==> src/rtl/viterbi_top.sv <==
// Max-plus Viterbi decoder: runs the forward recursion one observation per accepted cycle,
// then backtracks one path entry per cycle into a registered parallel path array.
module viterbi_top #(
  parameter int N = 8,
  parameter int I = 3,
  parameter int K = 3,
  parameter int W = 20
) (
  input  logic                         clk,
  input  logic                         rst_n,
  input  logic                         start,
  input  logic [$clog2(N)-1:0]         length,
  input  logic [$clog2(K)-1:0]         obs_in,
  input  logic                         obs_valid,
  input  logic signed [W-1:0]          logA [I*I],
  input  logic signed [W-1:0]          logC [I],
  input  logic signed [W-1:0]          logB [I*K],
  output logic [$clog2(I)-1:0]         path [N],
  output logic                         done,
  output logic                         valid_out
);

  localparam int LW = $clog2(N);
  localparam int SW = $clog2(I);
  localparam int KW = $clog2(K);
  localparam int BW = $clog2(I*K);
  localparam int XW = W + 2;

  typedef enum logic [1:0] {IDLE, RUN, TRACE, DONE} state_t;

  state_t              state, state_next;
  logic [LW-1:0]       t, len, tk;
  logic [LW-1:0]       len_start, cur_len, t_eff, trace_pos, trace_t;
  logic [SW-1:0]       cur, final_idx, trace_idx;
  logic signed [W-1:0] delta      [I];
  logic signed [W-1:0] delta_next [I];
  logic [SW-1:0]       bp         [N][I];
  logic [SW-1:0]       bp_next    [I];
  logic signed [W-1:0] fbest;
  logic signed [XW-1:0] cand, best;
  logic [BW-1:0]       bidx;
  logic [KW-1:0]       obs_sel;
  logic                accept_start, consume, last_obs;

  function automatic logic signed [W-1:0] sat(input logic signed [XW-1:0] v);
    logic signed [XW-1:0] maxv, minv;
    maxv = {3'b000, {(W-1){1'b1}}};
    minv = {3'b111, {(W-1){1'b0}}};
    if (v > maxv)      return {1'b0, {(W-1){1'b1}}};
    else if (v < minv) return {1'b1, {(W-1){1'b0}}};
    else               return v[W-1:0];
  endfunction

  // Handshake: obs_in is taken on every rising edge where obs_valid is high and the decoder
  // is in RUN (or is accepting start in the same cycle); there is no ready/backpressure.
  always_comb begin
    accept_start = (state == IDLE || state == DONE) && start;
    len_start    = (length == '0) ? LW'(1) : length;
    cur_len      = accept_start ? len_start : len;
    t_eff        = accept_start ? '0 : t;
    consume      = obs_valid && (accept_start || state == RUN);
    last_obs     = consume && (t_eff == cur_len - LW'(1));
    obs_sel      = (int'(obs_in) < K) ? obs_in : '0;
  end

  // Add-compare-select for every destination state; strict > keeps the lowest index on ties.
  always_comb begin
    cand = '0;
    best = '0;
    bidx = '0;
    for (int j = 0; j < I; j++) begin
      best       = XW'(delta[0]) + XW'(logA[j]);
      bp_next[j] = '0;
      for (int i = 1; i < I; i++) begin
        cand = XW'(delta[i]) + XW'(logA[i*I+j]);
        if (cand > best) begin
          best       = cand;
          bp_next[j] = SW'(i);
        end
      end
      if (t_eff == '0) best = XW'(logC[j]);
      bidx          = BW'(j*K) + BW'(obs_sel);
      delta_next[j] = sat(best + XW'(logB[bidx]));
    end
  end

  always_comb begin
    final_idx = '0;
    fbest     = delta[0];
    for (int j = 1; j < I; j++) begin
      if (delta[j] > fbest) begin
        fbest     = delta[j];
        final_idx = SW'(j);
      end
    end
    trace_pos = len - LW'(1) - tk;
    trace_t   = len - tk;
    trace_idx = (tk == '0) ? final_idx : bp[trace_t][cur];
  end

  always_comb begin
    state_next = state;
    case (state)
      IDLE, DONE: begin
        if (accept_start)       state_next = last_obs ? TRACE : RUN;
        else if (state == DONE) state_next = IDLE;
      end
      RUN:     if (last_obs) state_next = TRACE;
      TRACE:   if (tk == len - LW'(1)) state_next = DONE;
      default: state_next = IDLE;
    endcase
  end

  always_ff @(posedge clk or negedge rst_n) begin
    if (!rst_n) begin
      state     <= IDLE;
      t         <= '0;
      len       <= '0;
      tk        <= '0;
      cur       <= '0;
      done      <= 1'b0;
      valid_out <= 1'b0;
      for (int j = 0; j < I; j++) delta[j] <= '0;
      for (int n = 0; n < N; n++) begin
        path[n] <= '0;
        for (int j = 0; j < I; j++) bp[n][j] <= '0;
      end
    end else begin
      state     <= state_next;
      done      <= (state_next == DONE);
      valid_out <= (state_next == DONE) && (state != DONE);
      if (accept_start) begin
        len <= len_start;
        t   <= '0;
        tk  <= '0;
        for (int n = 0; n < N; n++) path[n] <= '0;
      end
      if (consume) begin
        for (int j = 0; j < I; j++) delta[j] <= delta_next[j];
        if (t_eff != '0) begin
          for (int j = 0; j < I; j++) bp[t_eff][j] <= bp_next[j];
        end
        t <= t_eff + LW'(1);
      end
      if (state == TRACE) begin
        path[trace_pos] <= trace_idx;
        cur             <= trace_idx;
        tk              <= tk + LW'(1);
      end
    end
  end

endmodule

==> config.mk <==
export PLATFORM = sky130hd
export DESIGN_NAME = viterbi_top
export DESIGN_NICKNAME = d
export VERILOG_FILES = /design/src/rtl/viterbi_top.sv
export SDC_FILE = /design/constraint.sdc
export NUM_CORES = 1
export LEC_CHECK = 0
export CORE_UTILIZATION = 50
export DETAILED_ROUTE_END_ITERATION = 16
export GPL_TIMING_DRIVEN = 1
export PLACE_DENSITY = 0.8
export SLEW_MARGIN = 40
export SYNTH_ARGS = -nofsm -noshare
export SYNTH_HDL_FRONTEND = slang
export SYNTH_SLANG_ARGS = --single-unit
export TNS_END_PERCENT = 20
==> constraint.sdc <==
create_clock -name clk -period 10 [get_ports clk]
set_input_delay 2 -clock clk [delete_from_list [all_inputs] [get_ports clk]]
set_output_delay 2 -clock clk [all_outputs]
set_load 0.05 [all_outputs]
# == Yosys cells after proc, flatten, opt, wreduce, memory -nomap -nowiden ==
# Cells that the tools add are included.
# classes
n_mux,67
shift,0
div,0
mul,0
n_addsub,20
bitwise,7
magnitude_cmp,24
n_reduce_logical,16
eq_ne,7
# ops
op,count
two-way mux 20 bit,13
binary-select mux 20 bit (select 4 bit),3
two-way mux 22 bit,9
adder 20 x 20 -> 21 bit,9
bitwise mux 48 bit,3
adder 22 x 20 -> 22 bit,3
> comparator 21 x 22 -> 1 bit,3
> comparator 22 x 20 -> 1 bit (second input constant),3
< comparator 22 x 20 -> 1 bit (second input constant),3
> comparator 21 bit,3
demux 6 bit (select 3 bit),3
> comparator 20 bit,2
two-way mux 16 bit,2
two-way mux 2 bit,15
binary-select mux 6 bit (select 3 bit),1
two-way mux 3 bit,6
two-way mux 6 bit,3
bitwise mux 16 bit,1
greater-or-equal comparator 5 bit (second input constant),3
greater-or-equal comparator 4 bit (second input constant),3
NOT 3 -> 4 bit,3
zero test 3 bit,3
< comparator 4 x 1 -> 1 bit (second input constant),2
adder 3 x 1 -> 3 bit (second input constant),2
other kinds (26),40
# word_totals
ramBits,0
memories,0
inputBits,429
word_cells,183
mem_bits_ro,0
regBits,139
latchBits,0

# == Longest topological paths before layout ==
# Gate-level depths: netlist of run 1.
# depth
ltp_word,12
depth_mapped,52
ltp_nobuf,47

# == Worst setup path after synthesis of run 1 ==
# No wires, ideal clock.
# synth_timing
path_type,input-to-reg
from,input port logA[140] (netlist bit)
to,register delta[36] (netlist bit)
path_buffers,5
setup_slack_ns,-0.892
cell_stages,52
required_ns,9.934
arrival_time_ns,10.826
path_cell_list,ha_1 inv_1 fa_1 nor2b_1 o31a_1 o211ai_1 a21bo_2 a21oi_1 o21ai_0 nand2_1 nand2_1 xnor2_1 inv_1 ha_1 o21a_1 o21a_1 o221ai_1 a31oi_1 (+16 left out) clkbuf_1 mux2i_1 a21oi_1 ha_1 inv_1 fa_1 nor2b_1 o21ai_0 a21boi_0 o41a_1 a211o_1 a31oi_1 o21bai_1 xor2_1 a21oi_1 nor2_1 buf_2 a221o_1
# synth_via
elab_chain_cells,10
word_cells_on_any_way,11
# synth_rtl
element,line,source
"start, declared",15,"input logic signed [W-1:0] logA [I*I],"
adder 20 x 20 -> 21 bit *,72,best = XW'(delta[0]) + XW'(logA[j]);
> comparator 21 bit,76,if (cand > best) begin
two-way mux 22 bit *,76,
> comparator 21 x 22 -> 1 bit,76,
two-way mux 22 bit *,76,
two-way mux 22 bit *,81,if (t_eff == '0) best = XW'(logC[j]);
adder 22 x 20 -> 22 bit *,83,delta_next[j] = sat(best + XW'(logB[bidx]));
< comparator 22 x 20 -> 1 bit,50,"else if (v < minv) return {1'b1, {(W-1){1'b0}}};"
two-way mux 20 bit,50,
two-way mux 20 bit *,49,"if (v > maxv) return {1'b0, {(W-1){1'b1}}};"
"end, declared",35,logic signed [W-1:0] delta [I];
# Every way passes the cells marked *; elsewhere a longest branch is shown, timed or not.
# A chain may end at the register's enable or synchronous reset.

# == Worst setup path after layout of run 1 ==
# layout_timing
from,input port logA[124] (netlist bit)
to,register delta[7] (netlist bit)
# Same word-level chain as after synthesis.

==> results by group, run 1 <==
Detailed routing
  • Wire length after detailed routing: 123300 um
  • Wirelength per Cell: 25.94 um
  • Via density per instance: 6.427
  • Detailed router's first-iteration violation count: 3139
  • Total via count in the routed design: 30550
  • Residual antenna-violating net count after detailed routing: 0
  • # DRC: 0
  • TritonRoute pass-1 iters: 6

Place
  • Placed wire-length estimate: 96920 um
  • RD Place Congestion: 1.103
  • Placed cells: 4588
  • Port Buffer Count: 446

STA
  • Measured slew at the worst slew-check pin: 0.8786 ns
  • Setup violators final: 58
  • Worst clock skew on the final layout: 0.01194 ns
  • Headroom to the max-slew limit: 41.43%
  • RSZ-0062 raised after global routing: yes
  • Count of final max-slew check failures: 0
  • Final hold violation count: 0
  • Ratio of final minimum period to clock period: 105.8%
  • Total Negative Setup Slacks: -23.33 ns
  • Minimum setup slack in the final design: -0.5810 ns
  • Fmax: 94.51 MHz
  • Minimum clock period: 10.58 ns

Worst setup path
  • Arrival @ worst endpoint: 10.92 ns
  • Req. time, crit path: 10.34 ns
  • Worst Path Max Fanout: 5
  • Worst Setup Start Kind: primary input
  • Kind of end point of the critical path: register
  • Cell repeated most along the worst path: buf_4
  • Critical path's slowest cell: or4_4
  • Worst path buffer plus inverter count: 11
  • Max incr delay on CP: 0.49 ns
  • Cell type group with the largest total delay on the critical path: compound AO/OA/AOI/OAI gates
  • Critical Setup Path Class: in2reg

Status
  • Run status: complete, but fails checks
  • Failing checks: setup timing

Clock network
  • CTS clk-pin slew, worst paths: 0.07 ns
  • Number of buffers on the longest clock path: 2
  • Number of levels the H-tree was split into: 4
  • Number of clock sinks: 139
  • Cts bufs inserted: 17
  • CTS tree: built
  • CTS Root Buffer Type: clkbuf_16
  • Later-pin clock latency in the skew report: 0.46 ns

GRT
  • Global routing usage summed across all routing layers: 47.94%
  • Via count of the first global-routing pass: 30130
  • Largest net degree at the start of global routing: 78
  • Global route total overflow: 0
  • Initial antenna violation count: 11
  • Global-route wire length before repair: 177100 um

Synthesis
  • Register area share after synthesis: 14.43%
  • Synthesized netlist cell count: 2911
  • Synth async-reset ratio: 100.0%
  • Summed instance area of the synthesized netlist: 24100 um2
  • Number of enable flip-flop cells after synthesis: 0
  • Number of nets in the synthesized netlist: 3774
  • Yosys reg bits: 139
  • Count of distinct cell types in the synthesized netlist: 90
  • Post-synthesis average cell area: 8.279 um2
  • Count of warnings emitted by yosys: 0
  • Synth Flop Type: dfrtp_1

Floorplan
  • Number of top-level design ports: 447
  • Row count: 80
  • Initial Utilization: 50.58%
  • Die height: 221.5 um
  • Die Footprint: 49080 um2
  • Std-Cell Core Area: 47650 um2
  • Die Width: 221.5 um

Layout
  • Number of fill cells in the layout: 3042
  • Area occupied by registers: 3478 um2
  • Area of the multi-input gates: 21580 um2
  • Count of non-filler cells in the finished layout: 4754
  • Layout net count: 4982
  • Area growth from synthesis to layout: 58.42%
  • Fraction of final layout cells with drive strength greater than 1: 30.64%

Worst hold path
  • HP Class: reg2reg

Flow run
  • Max-cap check violation count: 0
-- stage by stage --
| step | instance area (um2) | hold slack [ns] | setup WS (ns) | utilization (%) |
|---|---|---|---|---|
| after floorplan | 24420 | 0.4446 | -0.003927 | - |
| after global placement | 34580 | 0.4554 | -1.665 | 72.57 |
| after detailed placement | 34590 | 0.4649 | -1.619 | 72.59 |
| after CTS | 37090 | 0.4856 | -0.5774 | 77.85 |
| after global routing | 38160 | 0.5058 | -0.9312 | 80.09 |
| final | 38180 | 0.4864 | -0.5810 | 80.13 |
-- worst register-to-register path: cells and delay by family, from the launching register on --
family	cells	cell delay, ns
DFF	1	0.52
xor gates and xnor gates	1	0.28
adders and majority gates	4	1.23
buffers and inverters	6	1.10
and+or+nand+nor	12	2.36
AOI/OAI and AO/OA	22	4.07
-- cells in the final DEF (no fill, tap or decap), drive strengths merged, types with 86 or more instances in the layout --
master	instances
buf	838
a21oi	228
clkdlybuf4s50	403
xnor2	155
dfrtp	139
nor2	155
a21o	122
nand2	209
ha	420
inv	196
o21ai	238
mux2i	86
-- routing by layer --
metal / up-vias / share of wire, % / global-route usage [%]
li1: 13360 / - / -
met1: 14410 / 35 / 54.19
met2: 2105 / 43 / 74.65
met3: 672 / 12 / 16.39
met4: 8 / 9.2 / 36.49
met5: - / 0.046 / 0.6843
-- logic make-up (layout without fill, tap and decap cells) --
group,count (synthesis),after routing,synth area share (%)
AOI/OAI and AO/OA,956,957,26.07
xor gates and xnor gates,209,209,7.595
adders and majority gates,434,434,22.97
buffers and inverters,276,1495,4.439
DFF,139,139,14.43
muxes,154,154,9.272
other,0,7,0
and+or+nand+nor,743,744,15.22
-- layout make-up --
cell class	count	share of cell area, %
multi-input cells	2498	56.53
flip-flops and latches	139	9.111
well taps	615	2.015
diodes	7	0.04588
repair buffers	1274	28.79
clock inverters	15	0.5375
inverters	189	1.858
clock buffers	17	1.114
-- state kept, by name, indices dropped and copies added, names as in the netlist --
signal and flops:
delta 60, bp 48, path 16, len 3, t 3, tk 3
cur 2, state 2, done 1, valid_out 1
-- synth_stat cells (21+ instances only) --
| master | count | area share, % |
|---|---|---|
| mux2i_1 | 86 | 3.6 |
| ha_1 | 420 | 22 |
| o21bai_1 | 21 | 0.65 |
| dfrtp_1 | 139 | 14 |
| a211oi_1 | 53 | 1.7 |
| and3_1 | 28 | 0.73 |
| o21a_1 | 49 | 1.5 |
| a221o_1 | 39 | 1.6 |
| clkbuf_1 | 62 | 0.97 |
| nand4_1 | 47 | 1.2 |
| nor2b_1 | 43 | 1.1 |
| inv_1 | 189 | 2.9 |
| nor3_1 | 66 | 1.4 |
| or3_1 | 37 | 0.96 |
| xnor2_1 | 155 | 5.6 |
| mux4_2 | 54 | 5.0 |
| a21o_1 | 122 | 3.8 |
| nand3_1 | 47 | 0.98 |
| o21ai_0 | 228 | 4.7 |
| nand2b_1 | 48 | 1.2 |
| nand2_1 | 208 | 3.2 |
| nor2_1 | 155 | 2.4 |
| xor2_1 | 54 | 2.0 |
| a21oi_1 | 226 | 4.7 |
| a31oi_1 | 40 | 1.0 |
-- what timing repair did --
item                                    in CTS  in global routing
hold buffers                                 0                  0
resized for setup                          292                153
gates cloned                                 7                  3
endpoints found under the setup margin      60                 60
pin swaps                                  190                 79
buffers inserted                            95                 23
-- path summary, 6_finish.rpt --
kind / from / to / slack, ns / cells after the start
max reg2reg: delta[25]$_DFFE_PN0P_ / delta[21]$_DFFE_PN0P_ / 0.35 / 45
max: logA[124] / delta[7]$_DFFE_PN0P_ / -0.58 / 47
max in group asynchronous: rst_n / delta[17]$_DFFE_PN0P_ / 7.35 / 3
min in group asynchronous: rst_n / delta[27]$_DFFE_PN0P_ / 1.39 / 1
min reg2reg: bp[27]$_DFFE_PN0P_ / bp[27]$_DFFE_PN0P_ / 0.49 / 2
min: bp[27]$_DFFE_PN0P_ / bp[27]$_DFFE_PN0P_ / 0.49 / 2
Power of run 1 is left out: the tool's default activity adds up to more than one toggle a clock period on the data nets, which glitch-free logic cannot reach.
==> run 2: changes to the inputs <==
--- a/config.mk
+++ b/config.mk
@@ -8,7 +8,8 @@
 export CORE_UTILIZATION = 50
 export DETAILED_ROUTE_END_ITERATION = 16
 export GPL_TIMING_DRIVEN = 1
-export PLACE_DENSITY = 0.8
+export HOLD_SLACK_MARGIN = 0.05
+export PLACE_DENSITY = 0.86
 export SLEW_MARGIN = 40
 export SYNTH_ARGS = -nofsm -noshare
 export SYNTH_HDL_FRONTEND = slang
==> results by group, run 2 (synthesis gave the netlist of run 1 again) <==
Status
  • Run status: complete, but fails checks
  • Failing checks: setup timing

Clock network
  • CTS clk-pin slew, worst paths: 0.07 ns
  • Number of levels the H-tree was split into: 4
  • CTS Root Buffer Type: clkbuf_16
  • CTS tree: built
  • Cts bufs inserted: 17
  • Hold-fix buffers at CTS: 0
  • Later-pin clock latency in the skew report: 0.46 ns
  • Number of clock sinks: 139
  • Number of buffers on the longest clock path: 2

Worst setup path
  • Cell repeated most along the worst path: a21o_1
  • Slack of the worst reg-to-reg path: -0.20 ns
  • Arrival @ worst endpoint: 11.59 ns
  • Reg2reg start: delta[41]$_DFFE_PN0P_
  • Worst Setup Start Kind: primary input
  • Max incr delay on CP: 0.57 ns
  • End of the worst register-to-register path: delta[35]$_DFFE_PN0P_
  • Kind of end point of the critical path: register
  • Number of cells traversed by the worst register-to-register path: 48
  • Worst Path Max Fanout: 8
  • Req. time, crit path: 10.32 ns
  • Critical Setup Path Class: in2reg
  • Critical path's slowest cell: clkdlybuf4s50_1

Layout
  • Count of non-filler cells in the finished layout: 4659
  • Cell area after layout: 36650 um2
  • Most used cells in the layout excluding fill and tap cells: buf_4 (711), clkdlybuf4s50_1 (424), ha_1 (387)
  • Number of fill cells in the layout: 3201
  • Area growth from synthesis to layout: 52.06%
  • Fraction of final layout cells with drive strength greater than 1: 26.18%
  • Layout net count: 4892
  • Most common library cell in the layout ignoring fill and taps: buf_4
  • Biggest register: delta
  • Biggest regs: delta: 60 flops, bp: 48 flops, path: 16 flops
  • Number of flip-flops in the largest register: 60
  • Final Core Density: 76.91%

Detailed routing
  • Residual antenna-violating net count after detailed routing: 0
  • Total via count in the routed design: 29920
  • Via density per instance: 6.423
  • Detailed router's first-iteration violation count: 3586
  • TritonRoute pass-1 iters: 9
  • Wirelength per Cell: 24.93 um
  • # DRC: 0
  • Wire length after detailed routing: 116200 um

Worst hold path
  • Terminating pin of the worst hold path: bp[14]$_DFFE_PN0P_
  • Min-Delay Path Depth: 2
  • Hold wc startpoint: bp[14]$_DFFE_PN0P_
  • HP Class: reg2reg

STA
  • Ratio of final minimum period to clock period: 112.7%
  • Headroom to the max-slew limit: 41.70%
  • Count of final max-slew check failures: 0
  • Fmax: 88.72 MHz
  • RSZ-0062 raised after global routing: yes
  • Minimum setup slack in the final design: -1.272 ns
  • Measured slew at the worst slew-check pin: 0.8712 ns
  • Final hold violation count: 0
  • Setup violators final: 59
  • Worst clock skew on the final layout: 0.02132 ns
  • Post-Route Hold Slack: 0.4850 ns
  • Minimum clock period: 11.27 ns

Floorplan
  • Row count: 80
  • Initial Utilization: 50.58%
  • Std-Cell Core Area: 47650 um2
  • Die height: 221.5 um
  • Die Footprint: 49080 um2
  • Die Width: 221.5 um
  • Number of top-level design ports: 447

Flow run
  • Max-cap check violation count: 0

Place
  • Placed wire-length estimate: 90000 um
  • Placed cells: 4520
  • Port Buffer Count: 446
  • RD Place Congestion: 1.094
  • Placed instance area: 34110 um2

GRT
  • Largest net degree at the start of global routing: 84
  • Global-route wire length before repair: 168200 um
  • Initial antenna violation count: 8
  • Via count of the first global-routing pass: 29060
  • Global routing usage summed across all routing layers: 45.07%
  • Global route total overflow: 0
==> run 2: per-stage QoR <==
stage | setup TNS, ns | setup WS, ns
5_1_grt | -65.63 | -1.519
6_report | -45.71 | -1.272
3_3_place_gp | -73.92 | -1.341
4_1_cts | -18.27 | -0.4205
3_5_place_dp | -78.05 | -1.519
2_1_floorplan | -0.01410 | -0.003927
==> run 2: timing repair <==
action,CTS,global route
cloned,2,0
gates resized for setup,161,74
setup buffers,80,25
setup endpoints to repair,60,60
pin swaps,121,69
==> run 2: area by class of cell <==
| cell class | instances | area [um2] | share of cell area [%] |
|---|---|---|---|
| Clock buffer | 17 | 425.4 | 1.161 |
| Sequential cell | 139 | 3478 | 9.492 |
| Clock inverter | 15 | 188.9 | 0.5156 |
| Antenna cell | 2 | 5.005 | 0.01366 |
| Multi-Input combinational cell | 2496 | 20780 | 56.72 |
| Tap cell | 615 | 769.5 | 2.100 |
| Inverter | 189 | 709.4 | 1.936 |
| Timing Repair Buffer | 1186 | 10280 | 28.07 |
==> run 2: how the worst max path moves through the flow <==
stage / slack (ns) / cells after the start / endpoint / start
after floorplan: -0.004 / 43 / delta[55]$_DFFE_PN0P_ / logA[162]
after global placement: -1.34 / 45 / delta[32]$_DFFE_PN0P_ / logA[80]
after detailed placement: -1.52 / 44 / delta[22]$_DFFE_PN0P_ / logA[140]
after CTS: -0.42 / 46 / delta[14]$_DFFE_PN0P_ / logA[120]
after global routing: -1.52 / 47 / delta[22]$_DFFE_PN0P_ / logA[153]
final: -1.27 / 47 / delta[35]$_DFFE_PN0P_ / logA[153]
==> run 2: critical path, delay by kind of cell <==
family | cells | cell delay (ns)
buffers and inverters | 10 | 1.80
adder cells (fa/ha/maj) | 4 | 1.17
AO/OA/AOI/OAI | 24 | 4.72
AND/OR/NAND/NOR | 6 | 1.09
XOR/XNOR | 2 | 0.36
multiplexers | 1 | 0.38
==> run 2: per-layer routing <==
layer / up-vias / GRT usage (%) / wire (um) / share of wire, %
met5: - / 0 / 62 / 0.053
li1: 13250 / - / - / -
met2: 2108 / 69.60 / 49070 / 42
met1: 13900 / 51.49 / 40550 / 35
met4: 12 / 35.93 / 11590 / 10
met3: 652 / 14.47 / 14900 / 13
Power of run 2 is left out for the same reason.
